File: config.mk
export PLATFORM = sky130hd
export DESIGN_NAME = timed_delay_queue
export DESIGN_NICKNAME = d
export VERILOG_FILES = /design/src/rtl/timed_delay_queue.sv
export SDC_FILE = /design/constraint.sdc
export NUM_CORES = 1
export LEC_CHECK = 0
export ABC_AREA = 0
export ABC_CLOCK_PERIOD_IN_PS = 3900
export CORE_MARGIN = 1.5
export CORE_UTILIZATION = 35
export DETAILED_ROUTE_END_ITERATION = 6
export PLACE_DENSITY = 0.57
export SLEW_MARGIN = 20
export SYNTH_ARGS = -nofsm -noshare
export SYNTH_HDL_FRONTEND = slang
export SYNTH_SLANG_ARGS = --single-unit
export TNS_END_PERCENT = 100
File: constraint.sdc
create_clock -name clk -period 3.9 [get_ports clk]
set_input_delay 0.78 -clock clk [delete_from_list [all_inputs] [get_ports clk]]
set_output_delay 0.78 -clock clk [all_outputs]
set_load 0.01 [all_outputs]
File: src/rtl/timed_delay_queue.sv
`default_nettype none
// ============================================================================
// Module   : timed_delay_queue
// Purpose  : In-order FIFO where every entry carries its own release delay.
//            An entry pushed with delay D becomes visible at the output
//            max(D,1) cycles after its push edge. Entries leave strictly in
//            push order, so a matured entry waits behind an unmatured head.
// Ports    : clk        - single clock, rising-edge
//            rst_n      - asynchronous active-low reset
//            in_valid   - upstream offers an entry
//            in_ready   - queue can store an entry (not full)
//            in_data    - entry payload
//            in_delay   - requested delay for this entry
//            out_valid  - head entry stored and matured
//            out_ready  - downstream takes the head entry
//            out_data   - head entry payload
//            count      - number of stored entries (0..DEPTH)
// Revision : 1.0 - initial release
// ============================================================================
module timed_delay_queue #(
  parameter int WIDTH = 32,
  parameter int DEPTH = 8,
  parameter int DLY_W = 8
) (
  input  logic                       clk,
  input  logic                       rst_n,
  input  logic                       in_valid,
  output logic                       in_ready,
  input  logic [WIDTH-1:0]           in_data,
  input  logic [DLY_W-1:0]           in_delay,
  output logic                       out_valid,
  input  logic                       out_ready,
  output logic [WIDTH-1:0]           out_data,
  output logic [$clog2(DEPTH):0]     count
);

  localparam int c_PTR_W = $clog2(DEPTH);
  localparam int c_CNT_W = c_PTR_W + 1;

  logic [WIDTH-1:0]   r_data [DEPTH];
  logic [DLY_W-1:0]   r_rem  [DEPTH];
  logic [c_PTR_W-1:0] r_wr_ptr;
  logic [c_PTR_W-1:0] r_rd_ptr;
  logic [c_CNT_W-1:0] r_count;

  logic               w_push;
  logic               w_pop;
  logic [DLY_W-1:0]   w_load_rem;

  // Flow control is derived from stored state only; a pop in the same cycle
  // never opens a slot for a push when the queue is full.
  assign in_ready  = (r_count != c_CNT_W'(DEPTH));
  assign out_valid = (r_count != '0) && (r_rem[r_rd_ptr] == '0);
  assign out_data  = r_data[r_rd_ptr];
  assign count     = r_count;

  assign w_push = in_valid && in_ready;
  assign w_pop  = out_valid && out_ready;

  // The push edge itself counts as the first cycle of the delay, so the
  // counter starts at D-1; D=0 behaves like D=1.
  assign w_load_rem = (in_delay == '0) ? '0 : (in_delay - 1'b1);

  // Remaining-cycle counters: every slot ticks down toward zero each edge.
  // Slots that hold no entry also tick, which is harmless because a push
  // always reloads the slot it writes.
  always_ff @(posedge clk or negedge rst_n) begin
    if (!rst_n) begin
      for (int i = 0; i < DEPTH; i++) begin
        r_rem[i] <= '0;
      end
    end else begin
      for (int i = 0; i < DEPTH; i++) begin
        if (w_push && (r_wr_ptr == c_PTR_W'(i))) begin
          r_rem[i] <= w_load_rem;
        end else if (r_rem[i] != '0) begin
          r_rem[i] <= r_rem[i] - 1'b1;
        end
      end
    end
  end

  // Payload storage needs no reset: a slot is only read once count covers it.
  always_ff @(posedge clk) begin
    for (int i = 0; i < DEPTH; i++) begin
      if (w_push && (r_wr_ptr == c_PTR_W'(i))) begin
        r_data[i] <= in_data;
      end
    end
  end

  // Pointers wrap naturally because DEPTH is a power of two; the extra count
  // bit tells full from empty.
  always_ff @(posedge clk or negedge rst_n) begin
    if (!rst_n) begin
      r_wr_ptr <= '0;
      r_rd_ptr <= '0;
      r_count  <= '0;
    end else begin
      if (w_push) begin
        r_wr_ptr <= r_wr_ptr + 1'b1;
      end
      if (w_pop) begin
        r_rd_ptr <= r_rd_ptr + 1'b1;
      end
      case ({w_push, w_pop})
        2'b10:   r_count <= r_count + 1'b1;
        2'b01:   r_count <= r_count - 1'b1;
        default: r_count <= r_count;
      endcase
    end
  end

endmodule
`default_nettype wire

Word-level counts from Yosys, hierarchy flattened
Memory sizes are Yosys's and may differ from the RTL's.
Index checks and enable logic that the tools add are counted.
Storage, ports and cells
  input bits: 44
  memory bits (writable): 256
  output and inout bits: 38
  memories: 1
  word-level logic and storage cells: 134
  register bits after elaboration: 74
Memories
  r_data: depth 8, width 32, rd ports 1, clocked after memory_dff 0, write ports 1, line 40  | logic [WIDTH-1:0] r_data [DEPTH];
Operators by class
  equal/unequal tests: 10
  $lt $le $gt $ge: 1
  multiplexer cells: 58
  $add $sub $neg: 13
  reduce and logical (&&, ||, !) cells: 39
  bitwise logic cells: 1
Operators with widths (count)
  $mux 32: 7
  $reduce_or 32->1: 7
  $mux 8: 19
  $sub 8x1->8 const B: 9
  $reduce_bool 8->1: 8
  $bmux 8 s3: 1
  $mux 1: 23
  $mux 3: 7
  $reduce_bool 2->1: 9
  $logic_not 8->1: 2
  $eq 3x3->1 const B: 4
  $logic_and 1x1->1: 11
  $pmux 4 s2: 1
  $add 3x1->3 const B: 2
  $eq 3x2->1 const B: 2
  $add 4x1->4 const B: 1
  $ge 4x4->1 const B: 1
  $ne 4x4->1 const B: 1
  $not 3->4: 1
  $reduce_bool 4->1: 1
  $sub 4x1->4 const B: 1
  $eq 3x1->1 const B: 1
  $logic_not 3->1: 1
  $eq 2x1->1 const B: 1
  $eq 2x2->1 const B: 1

Logic depth before layout (Yosys ltp)
  depth in word-level cells: 13
  mapped depth: 14
  mapped depth without buffers: 13

Worst setup path before layout
Ideal clock, no wire load.
  path kind: register to output
  start: reg r_rd_ptr[0]
  end: out out_data[0]
  data arrival time: 2148 ps
  required time: 3120 ps
  setup slack: 972 ps
  cell stages (with the launch flop): 6
  buffers on the path: 3
  cells stage by stage: dfrtp_1 clkbuf_1 clkbuf_1 buf_2 mux4_2 mux2_2
On the way
  word-level cells in the longest chain between the ends: 1
RTL lines
  from (decl): line 43  | logic [c_PTR_W-1:0] r_rd_ptr;
  from (signal assigned): line 104  | r_rd_ptr <= r_rd_ptr + 1'b1;
  $mem_v2 8x32
  to (decl): line 33  | output logic [WIDTH-1:0] out_data,
Every way passes these cells.

Worst setup path after layout
  start: reg r_rem[60] in the netlist's numbering
  end: out out_valid
On the way
  word-level cells in the longest chain between the ends: 5
RTL lines
  from (decl): line 41  | logic [DLY_W-1:0] r_rem [DEPTH];
  from (signal, indexed assignment): line 75  | r_rem[i] <= w_load_rem;
  from (signal, indexed assignment): line 77  | r_rem[i] <= r_rem[i] - 1'b1;
  $bmux 8 s3: line 53  | assign out_valid = (r_count != '0) && (r_rem[r_rd_ptr] == '0);
  $mux 8 (not written as such) (2 in series): line 53
  $logic_not 8->1: line 53
  $logic_and 1x1->1: line 53
  to (decl): line 31  | output logic out_valid,
Every way passes these cells. The select of a mux whose other input is x is not followed.

==> out/metrics.yaml <==
outcome:
  outcome: "finished, final reports clean"
detailed_routing:
  drc_errors: 0
  vias: 7746
  wl_um: 29860
  first_iter_violations: 452
  antenna_left: 0
  routedWlPerCell_um: 19.01
  firstDrtPassIters: 5
  via_per_inst: 4.931
timing:
  clock-skew-final_ns: 0.01192
  worstMarginPinSlew_ns: 0.9739
  timing.hold.ws_ns: 0.3230
  fmaxAchievable_ghz: 0.2688
  hold_viol_final: 0
  drv_slew: 0
  tns_ns: 0
  period_share: 0.9539
  finalCriticalPeriod_ns: 3.720
  setup_violations: 0
  slew_headroom: 0.3483
  rsz0062_at_grt: "false"
worst_hold_path:
  holdCritPathClass: "in -> async"
global_routing:
  grt_pass1_vias: 8091
  antenna_found_initial: 1
  grt_pass1_wl_um: 47070
  grt_max_degree: 35
  track_usage: 0.1491
  grt_overflow: 0
floorplan:
  num_io_pins: 82
  dieArea_um2: 41390
  initial_core_util: 0.3539
  rows: 73
  die_x_um: 203.4
  core_um2: 39730
  die_y_um: 203.4
layout:
  area_growth_pct: 20.50
  nets: 1081
  nFillCells: 3568
  final_core_utilization: 0.4265
  drive_gt1_frac: 0.1931
  multi_input_area_um2: 4284
  num_antenna_cells: 0
  layout_common_cells: "256 x edfxtp_1, 80 x clkdlybuf4s50_1, 71 x dfrtp_1"
  stdcell_count: 1571
  layout_commonest_cell: "edfxtp_1"
  regArea_um2: 9545
synth:
  ys_ff_latch: 330
  synth_area_um2: 14060
  ys_types: 50
  syn-num-nets: 956
  yosysWarnings: 0
  syn_inst: 892
  ys.flop_type: "edfxtp_1"
  seq_area_frac_synth: 0.6784
  async_flop_share: 0.2242
  syn_area_per_cell_um2: 15.76
  synth_edf_count: 256
cts:
  cts_tree: "yes"
  ctsLongestPathBuffers: 3
  cts_num_sinks: 330
  clk_latency_ns: 0.52
  clk_pin_slew_ns: 0.05
  htree_num_levels: 2
  cts_made_buffers: 38
  clock-root-buffer: "clkbuf_16"
worst_setup_path:
  path_max_fanout: 4
  critPathArrivalTime_ns: 2.94
  crit_path_start_kind: "register"
  rr_startpoint: "r_rem[60]$_DFFE_PN0P_"
  worst_ep_required_time_ns: 3.12
  cp-end-kind: "primary output"
  path_class: "reg -> out"
  startpoint: "r_rem[60]$_DFFE_PN0P_"
power_and_ir_drop:
  irDropWorstVdd_mv: 0.3879
  p_leak_uw: 0.005877
  power_density_nw_per_um2: 673.2
job:
  max_cap_violations: 0
placed_design:
  gp_congestion: 0.7581
  dp_hpwl_um: 17870
  place_inst: 1502
  port_buffers: 81
==> layer usage <==
layer,vias to the layer above,share of wire,GRT usage
li1,3677,-,-
met1,3893,0.46,0.2022
met2,129,0.48,0.2456
met3,45,0.039,0.02573
met4,2,0.020,0.04497
met5,-,0.00037,0
==> area by class of cell <==
cell class              count  area share
inverters                  36    0.007975
flip-flops and latches    330      0.5633
clock buffers              60     0.06572
repair buffers            115     0.06778
clock inverters             9    0.003618
well taps                 525     0.03877
multi-input cells         496      0.2528
==> worst max-delay path, cell delays in order (launching register included) <==
cell	delay, ns
dfrtp_1	0.41
nor3_2	0.29
nand3b_1	0.18
or4_1	0.44
a31oi_2	0.32
and2_1	0.22
clkdlybuf4s50_1	0.55
==> synth_stat cells, types with 19 or more instances <==
cell	n	area (um2)
nor3_1	21	105.1
mux2i_1	21	210.2
nor2_1	60	225.2
a21oi_1	48	240.2
nand3_1	19	95.09
mux2_2	35	394.1
inv_1	35	131.4
edfxtp_1	256	7687
o21ai_0	39	195.2
mux4_2	64	1441
nand2_1	56	210.2
ha_1	19	237.7
dfrtp_1	74	1852
==> worst paths after layout <==
path	end	slack (ns)	cells after the start
setup reg to reg	count[3]$_DFFE_PN0P_	0.77	13
min in group clk	count[3]$_DFFE_PN0P_	0.54	1
max in group asynchronous	r_rem[38]$_DFFE_PN0P_	2.77	2
hold / removal	count[1]$_DFFE_PN0P_	0.32	1
setup / recovery	out_valid	0.18	6
hold reg to reg	count[3]$_DFFE_PN0P_	0.54	1
==> sequential cells by signal, summed over array words and instances (netlist names) <==
signal    count
r_data      256
count         4
r_wr_ptr      3
r_rd_ptr      3
r_rem        64
==> kinds of logic after synthesis <==
group	share of synthesized area
muxes	0.1465
xor gates and xnor gates	0.01868
buffers and inverters	0.01851
adders and majority gates	0.01833
DFF	0.6784
AOI/OAI and AO/OA	0.04048
and+or+nand+nor	0.07910
==> repair_timing <==
item                                    in CTS  in global routing
resized for setup                            0                  3
endpoints found under the setup margin       0                  1
hold buffers                                 0                  0
setup buffers                                0                  0
==> stage by stage <==
step / total power (uW) / setup slack (ns) / instance area (um2)
4_1_cts: 11560 / 0.01842 / 16920
3_5_place_dp: 8205 / 0.6096 / 15750
6_report: 11410 / 0.1797 / 16950
2_1_floorplan: 7082 / 0.9725 / 14060
5_1_grt: 12110 / 0.009532 / 16950
3_3_place_gp: 8136 / 0.5900 / 15750
==> report_power, final <==
part	total, uW	internal [uW]	leakage, uW	switching, uW
registers	5120	4600	0.00320	521
logic	2980	1490	0.00210	1490
clock network	3310	1960	0.000577	1350
total	11400	8050	0.00588	3360
Power figures use the tool's default switching activity.
